--- config.mk ---
export PLATFORM = sky130hd
export DESIGN_NAME = button_debounce
export DESIGN_NICKNAME = d
export VERILOG_FILES = /design/src/rtl/button_debounce_pkg.sv /design/src/rtl/button_debounce_sync_2ff.sv /design/src/rtl/button_debounce.sv
export SDC_FILE = /design/constraint.sdc
export NUM_CORES = 1
export LEC_CHECK = 0
export ABC_CLOCK_PERIOD_IN_PS = 3900
export BUFFER_PORTS_ARGS = -buffer_cell sky130_fd_sc_hd__buf_4
export CAP_MARGIN = 20
export CORE_UTILIZATION = 55
export CTS_CLUSTER_SIZE = 40
export DETAILED_ROUTE_END_ITERATION = 8
export PLACE_DENSITY = 0.68
export SYNTH_ARGS = -nofsm -noshare
export SYNTH_HDL_FRONTEND = slang
export SYNTH_HIERARCHICAL = 1
export SYNTH_SLANG_ARGS = --single-unit
--- constraint.sdc ---
create_clock -name clk -period 3.9 [get_ports clk]
set_clock_uncertainty 0.15 [all_clocks]
set_input_delay 0.585 -clock clk [delete_from_list [all_inputs] [get_ports clk]]
set_output_delay 0.585 -clock clk [all_outputs]
set_load 0.005 [all_outputs]
--- src/rtl/button_debounce_pkg.sv ---
`default_nettype none
// ============================================================================
//  Module      : btn_pkg
//  Description : State encoding and counter sizing helper for button_debounce.
//  Revision    : 1.0 - initial release
// ============================================================================
package btn_pkg;

  localparam logic [1:0] c_ST_IDLE         = 2'd0;
  localparam logic [1:0] c_ST_PRESS_WAIT   = 2'd1;
  localparam logic [1:0] c_ST_PRESSED      = 2'd2;
  localparam logic [1:0] c_ST_RELEASE_WAIT = 2'd3;

  // Width of the shared counter: large enough for the biggest compare value.
  function automatic int cnt_width(input int a, input int b, input int c);
    int m;
    m = a;
    if (b > m) m = b;
    if (c > m) m = c;
    return $clog2(m + 1);
  endfunction

endpackage
`default_nettype wire

--- src/rtl/button_debounce_sync_2ff.sv ---
`default_nettype none
// ============================================================================
//  Module      : sync_2ff
//  Description : Generic two-flop synchroniser, async active-low reset.
//  Revision    : 1.0 - initial release
// ============================================================================
module sync_2ff #(
  parameter int               WIDTH     = 1,
  parameter logic [WIDTH-1:0] RESET_VAL = '0
) (
  input  logic             clk,
  input  logic             reset_n,
  input  logic [WIDTH-1:0] i_d,
  output logic [WIDTH-1:0] o_q
);

  logic [WIDTH-1:0] r_meta;
  logic [WIDTH-1:0] r_sync;

  always_ff @(posedge clk or negedge reset_n) begin
    if (!reset_n) begin
      r_meta <= RESET_VAL;
      r_sync <= RESET_VAL;
    end else begin
      r_meta <= i_d;
      r_sync <= r_meta;
    end
  end

  assign o_q = r_sync;

endmodule
`default_nettype wire

--- src/rtl/button_debounce.sv ---
`default_nettype none
// ============================================================================
//  Module      : button_debounce
//  Description : Push-button synchroniser/debouncer with press/release pulses
//                and optional auto-repeat (macro BTN_AUTOREPEAT_EN).
//  Revision    : 1.0 - initial release
// ============================================================================
module button_debounce
  import btn_pkg::*;
#(
  parameter bit ACTIVE_LOW      = 1'b1,
  parameter int DEBOUNCE_CYCLES = 50000,
  parameter int REPEAT_DELAY    = 25000000,
  parameter int REPEAT_PERIOD   = 5000000
) (
  input  logic clk,
  input  logic reset_n,
  input  logic button,
  output logic level,
  output logic press,
  output logic release_p,
  output logic repeat_p
);

  localparam int                 c_CNT_W    = cnt_width(DEBOUNCE_CYCLES, REPEAT_DELAY, REPEAT_PERIOD);
  localparam logic [c_CNT_W-1:0] c_ONE      = c_CNT_W'(1);
  localparam logic [c_CNT_W-1:0] c_DEB_LAST = c_CNT_W'(DEBOUNCE_CYCLES - 1);

  logic               w_btn_n;
  logic               w_btn_s;
  logic [1:0]         r_state;
  logic [1:0]         w_state_nxt;
  logic [c_CNT_W-1:0] r_cnt;
  logic [c_CNT_W-1:0] w_cnt_nxt;
  logic [c_CNT_W-1:0] w_cnt_inc;
  logic [c_CNT_W-1:0] w_hold_cnt;
  logic               w_deb_done;
  logic               w_rep_hit;
  logic               w_press;
  logic               w_release;
  logic               w_repeat;
  logic               w_level;

  generate
    if (ACTIVE_LOW) begin : g_active_low
      assign w_btn_n = ~button;
    end else begin : g_active_high
      assign w_btn_n = button;
    end
  endgenerate

  sync_2ff #(
    .WIDTH     (1),
    .RESET_VAL (1'b0)
  ) u_sync (
    .clk     (clk),
    .reset_n (reset_n),
    .i_d     (w_btn_n),
    .o_q     (w_btn_s)
  );

  assign w_cnt_inc  = r_cnt + c_ONE;
  assign w_deb_done = (r_cnt == c_DEB_LAST);

`ifdef BTN_AUTOREPEAT_EN
  localparam logic [c_CNT_W-1:0] c_REP_DELAY  = c_CNT_W'(REPEAT_DELAY);
  localparam logic [c_CNT_W-1:0] c_REP_PERIOD = c_CNT_W'(REPEAT_PERIOD);

  // Phase 0 waits out the initial delay, phase 1 runs the periodic interval.
  logic r_rep_phase;
  logic w_rep_phase_nxt;

  always_comb begin
    w_rep_hit       = 1'b0;
    w_hold_cnt      = w_cnt_inc;
    w_rep_phase_nxt = r_rep_phase;
    if ((r_state != c_ST_PRESSED) || !w_btn_s) begin
      w_rep_phase_nxt = 1'b0;
    end else if (w_cnt_inc == (r_rep_phase ? c_REP_PERIOD : c_REP_DELAY)) begin
      w_rep_hit       = 1'b1;
      w_hold_cnt      = '0;
      w_rep_phase_nxt = 1'b1;
    end
  end

  always_ff @(posedge clk or negedge reset_n) begin
    if (!reset_n) r_rep_phase <= 1'b0;
    else          r_rep_phase <= w_rep_phase_nxt;
  end
`else
  assign w_rep_hit  = 1'b0;
  assign w_hold_cnt = '0;
`endif

  always_ff @(posedge clk or negedge reset_n) begin
    if (!reset_n) begin
      r_state <= c_ST_IDLE;
      r_cnt   <= '0;
    end else begin
      r_state <= w_state_nxt;
      r_cnt   <= w_cnt_nxt;
    end
  end

  always_comb begin
    w_state_nxt = r_state;
    w_cnt_nxt   = r_cnt;
    case (r_state)
      c_ST_IDLE: begin
        if (w_btn_s) begin
          w_state_nxt = c_ST_PRESS_WAIT;
          w_cnt_nxt   = c_ONE;
        end
      end
      c_ST_PRESS_WAIT: begin
        if (!w_btn_s) begin
          w_state_nxt = c_ST_IDLE;
          w_cnt_nxt   = '0;
        end else if (w_deb_done) begin
          w_state_nxt = c_ST_PRESSED;
          w_cnt_nxt   = '0;
        end else begin
          w_cnt_nxt   = w_cnt_inc;
        end
      end
      c_ST_PRESSED: begin
        if (!w_btn_s) begin
          w_state_nxt = c_ST_RELEASE_WAIT;
          w_cnt_nxt   = c_ONE;
        end else begin
          w_cnt_nxt   = w_hold_cnt;
        end
      end
      c_ST_RELEASE_WAIT: begin
        if (w_btn_s) begin
          w_state_nxt = c_ST_PRESSED;
          w_cnt_nxt   = '0;
        end else if (w_deb_done) begin
          w_state_nxt = c_ST_IDLE;
          w_cnt_nxt   = '0;
        end else begin
          w_cnt_nxt   = w_cnt_inc;
        end
      end
      default: begin
        w_state_nxt = c_ST_IDLE;
        w_cnt_nxt   = '0;
      end
    endcase
  end

  always_comb begin
    w_press   = (r_state == c_ST_PRESS_WAIT) && w_btn_s && w_deb_done;
    w_release = (r_state == c_ST_RELEASE_WAIT) && !w_btn_s && w_deb_done;
    w_repeat  = w_rep_hit;
    w_level   = (w_state_nxt == c_ST_PRESSED) || (w_state_nxt == c_ST_RELEASE_WAIT);
  end

  always_ff @(posedge clk or negedge reset_n) begin
    if (!reset_n) begin
      level     <= 1'b0;
      press     <= 1'b0;
      release_p <= 1'b0;
      repeat_p  <= 1'b0;
    end else begin
      level     <= w_level;
      press     <= w_press;
      release_p <= w_release;
      repeat_p  <= w_repeat;
    end
  end

endmodule
`default_nettype wire
After elaboration in Yosys (flattened, before gate mapping):

Cells that the tools add are included.
W data, S select, Z words.

* multiplexer cells: 13
* add/subtract/negate cells: 1
* div/mod/pow operators: 0
* eq/ne operators: 7
* shift operators: 0
* multipliers: 0
* bitwise logic cells: 1
* magnitude comparators: 0
* reductions and logical operators: 7

Operators by type and width (count)
* $mux W25: 4
* $pmux W25 S4: 1
* $add A25 B1 Y25 const B: 1
* $eq A25 B16 Y1 const B: 1
* $mux W2: 6
* $eq A2 B2 Y1 const B: 4
* $pmux W2 S4: 1
* $logic_and A1 B1 Y1: 4
* $eq A2 B1 Y1 const B: 1
* $logic_not A2 Y1: 1
* $ne A2 B1 Y1 const B: 1
* $logic_not A1 Y1: 1
* $logic_or A1 B1 Y1: 1
* $mux W1: 1
* $not A1 Y1: 1

* input bits: 3
* logic and storage cells: 36
* memory bits (read-only): 0
* output and inout port bits: 4
* memories: 0
* bits in writable memories: 0
* register bits: 32
* latch bits: 0

Longest topological paths before layout:

* depth after elaboration: 6
* gate-level depth with buffers: 8
* gate-level depth less buffers: 6

Cells and area by module:

Netlist, hierarchy kept.

Modules (own cells, without submodules)
* button_debounce: cells an instance 180, sequential area each 750.7 um2, times used 1, area each 1706.6 um2
* sync_2ff: cells an instance 2, sequential area each 50.0 um2, times used 1, area each 50.0 um2

Least setup slack after synthesis:

OpenSTA, ideal clock, no wires.

* path type: reg-to-reg
* start: reg r_cnt[0]
* end: reg r_cnt[24]
* arrival time: 1.910 ns
* period minus slack after synthesis: 2.181 ns
* setup slack: 1.719 ns
* library setup time: 0.121 ns
* data required time: 3.629 ns
* cell stages (with the launch flop): 8
* cell sequence: dfrtp_1 -> ha_1 -> nand3_2 -> or4_4 -> buf_6 -> nor4_4 -> xor2_1 -> a22o_1

* cells in the longest elaborated chain, start to end: 4
* elaborated cells on any way between the ends: 6
* those cells by class: add/sub: 1; eq/ne: 1; mux: 4

RTL lines
* start: declaration: RTL line button_debounce.sv:33 `logic [c_CNT_W-1:0] r_cnt;`
* start signal: assignment: RTL line button_debounce.sv:101 `r_cnt <= w_cnt_nxt;`
* $add A25 B1 Y25 / $eq A25 B16 Y1 (equally long branches): RTL line button_debounce.sv:62, button_debounce.sv:63
* $mux W25 *: RTL line button_debounce.sv:119, button_debounce.sv:138
* $mux W25, on equally long branches: RTL line button_debounce.sv:135, button_debounce.sv:116
* $pmux W25 S4 *: RTL line button_debounce.sv:108 `case (r_state)`

Mark *: on every way between the ends. The rest lies on a longest branch, timed or not.
A chain may end at the register's enable or synchronous reset.

Worst setup path in the final report:

* start: reg r_cnt[11]
* end: reg r_cnt[5]

* cells in the longest elaborated chain, start to end: 4
* elaborated cells on any way between the ends: 5
* those cells by class: eq/ne: 1; mux: 4

RTL lines
* $eq A25 B16 Y1 *: RTL line button_debounce.sv:63 `assign w_deb_done = (r_cnt == c_DEB_LAST);`
* $mux W25 *: RTL line button_debounce.sv:119, button_debounce.sv:138
* $mux W25, on equally long branches: RTL line button_debounce.sv:135, button_debounce.sv:116
* $pmux W25 S4 *: RTL line button_debounce.sv:108

Marks and branches as above.

==> impl_metrics.json <==
{
  "synth_area_sq_mm": 0.00176,
  "initial_util_pct": 57.5,
  "postRouteWirelength_microns": 3530,
  "post-route-period-util_pct": 61.6,
  "post_cts.repair.setup_buffers": 0,
  "wl_per_cell_microns": 15.4,
  "clock_path_buffers": 2,
  "post-layout-total-power_mw": 0.672,
  "dpl-instance-area_sq_mm": 0.00177,
  "rsz0062_at_grt": "no",
  "numClockSinks": 32,
  "cell_count_of_the_worst_reg_to_reg_path": 6,
  "intPower_mw": 0.499,
  "placed_cells": 221,
  "cts_buffers": 5,
  "post_route_antenna_net_violation_count": 0,
  "final_max_slew_viol_count": 0,
  "remaining_routing_drc_violations": 0,
  "power_per_cell_area_mw_per_mm2": 365,
  "post_route_cells_drive_above_1_share_pct": 13.0,
  "outcome": "finished clean",
  "layout-area-overhead-vs-synth_pct": 4.84,
  "synth.yosys.warnings": 6,
  "finalNonFillerCells": 229,
  "synth.distinct_cells": 46,
  "cts.reportedPaths.clkPinSlew_ps": 100,
  "cts_tree": "built",
  "ctsResizeCount": 0,
  "ys_seq_elements": 32,
  "drt_iter0_markers": 96,
  "h-tree-depth": 2,
  "total_leakage_power_nw": 0.766,
  "critPathTopFamily": "simple AND/OR/NAND/NOR gates",
  "antenna_violations_before_repair": 0,
  "critical_path_class": "flop to flop",
  "post_synth_edffs": 0,
  "timing.critical_path.cells": "or4_1, nor3_1, a21oi_2, buf_4, a41oi_1, a31oi_1",
  "die_width_microns": 58.5,
  "fraction_of_power_consumed_by_the_clock_network_pct": 37.6,
  "port_buffers": 5,
  "timing.critical_path.from_type": "flop",
  "detailed_routing_iteration_count_for_the_pre_antenna_repair_pass": 4,
  "power.share.sequential_pct": 55.2,
  "num_io_pins": 7,
  "syn-mean-instance-area_sq_um": 9.65,
  "ys_async_sr_fraction_pct": 100,
  "floorplan.rows": 20,
  "grt_pass1_wl_microns": 5980,
  "die_outline_area_sq_mm": 0.00342,
  "worst-endpoint-arrival_ps": 2450,
  "crit_slowest_cell": "or4_1",
  "synth-main-ff-cell": "dfrtp_1",
  "design.core.area_sq_mm": 0.00305,
  "dr_total_vias": 1429,
  "syn_nets": 186,
  "die_y_microns": 58.5,
  "design_area_sq_mm": 0.00184,
  "synth_sequential_area_ratio_pct": 45.6,
  "grt_pass1_vias": 1249,
  "switch_pwr_mw": 0.173,
  "cp-startpoint": "r_cnt[11]$_DFFE_PN0P_",
  "hp-class": "primary input to asynchronous set/reset pin",
  "critical_path.max_fanout": 28,
  "finalHoldViolations": 0,
  "grt_max_degree": 33,
  "critPathBufInv": 1,
  "irDropWorstVdd_mv": 0.245,
  "fin_nets": 188,
  "dp_hpwl_microns": 2390,
  "switching_share_pct": 25.8,
  "post_cts_hold_buffer_count": 0,
  "cp.depth": 6,
  "period_minus_slack_ps": 2400,
  "n_fill_cell": 265,
  "gp_congestion": 0.826,
  "worst_setup_path_end_kind": "flop",
  "root_buffer": "clkbuf_4",
  "final_common_cell": "dfrtp_1",
  "cp_slowest_stage_delay_ps": 550,
  "vias_per_cell": 6.24,
  "grt_use_total_pct": 24.1,
  "postSynthCellCount": 182,
  "worstPathRequired_ps": 3950,
  "fmax_mhz": 416,
  "power.combinational.fraction_pct": 7.2,
  "worst_hold_slack_ps": 9.54,
  "antenna_cells": 0,
  "mostFrequentLayoutCells": "32 x dfrtp_1, 23 x nand2_1, 17 x a31oi_1",
  "tightest_slew_ps": 833,
  "timing.max_cap.violations": 0,
  "insertion_delay_ps": 350,
  "final.setup.tns_ps": 0,
  "critical_path.reg2reg.startpoint": "r_cnt[11]$_DFFE_PN0P_",
  "overflow": 0,
  "setup_viol": 0,
  "worst_slew_margin_rel_pct": 43.9
}
## registers in the layout, indices dropped and copies added (netlist names)
register,flops
u_sync/o_q,1
level,1
release_p,1
u_sync/r_meta,1
press,1
r_cnt,25
r_state,2
## per-stage QoR
step / worst slack (ps) / utilization (%)
floorplan: 1720 / -
global placement: 1640 / 57.8
detailed placement: 1540 / 57.8
CTS: 1510 / 60.3
global route: 1320 / 60.3
finish: 1500 / 60.3
## worst paths after layout
path	end	slack [ps]
worst max-delay path	r_cnt[5]$_DFFE_PN0P_	1500
worst min-delay path	r_cnt[24]$_DFFE_PN0P_	10
worst max register to register	r_cnt[5]$_DFFE_PN0P_	1500
worst min register to register	u_sync/o_q$_DFF_PN0_	210
max in group asynchronous	r_cnt[4]$_DFFE_PN0P_	3300
min in group clk	u_sync/o_q$_DFF_PN0_	210
## cell usage after synthesis (all sizes together) (4+ instances only)
master / n / area (sq um)
nor2: 7 / 26.3
dfrtp: 32 / 801
nor3: 6 / 35.0
nand4: 7 / 43.8
clkbuf: 5 / 48.8
buf: 6 / 46.3
a22o: 5 / 43.8
nand3: 7 / 40.0
nor4: 4 / 40.0
and3: 4 / 27.5
o21ai: 7 / 35.0
a21oi: 12 / 60.1
a31oi: 17 / 106
nand2: 23 / 86.3
## power by group through the flow
stage	combinational (mW)	sequential [mW]	clock (mW)
6_report	0.0486	0.371	0.253
5_1_grt	0.0570	0.374	0.270
4_1_cts	0.0491	0.370	0.256
3_5_place_dp	0.0492	0.376	0
3_3_place_gp	0.0475	0.376	0
2_1_floorplan	0.0394	0.370	0
## routing by layer
metal	GRT usage [%]	up-vias	share of wire [%]
met4	9.18	0	2.4
met3	8.57	9	5.3
li1	-	685	-
met2	33.3	46	45
met1	34.7	689	48
met5	0	-	0
## logic make-up (layout without fill, tap and decap cells)
group	after synthesis	in the layout	synth area share (%)
simple gates	78	78	25.6
compound gates	48	48	17.1
flops	32	32	45.6
buf+inv	13	16	5.84
mux	5	5	2.99
xor+xnor	4	4	1.99
fa+ha+maj	1	1	0.712
other cells	1	1	0.213
## area by class of cell
type,instances,area [sq um],area share (%)
repair buffers,6,45.0,2.45
inverters,2,7.51,0.408
clock inverters,2,35.0,1.90
clock buffers,6,41.3,2.24
multi-input cells,137,857,46.5
flip-flops and latches,32,801,43.5
well taps,44,55.1,2.99
No activity file was read; power rests on OpenSTA's default activity.
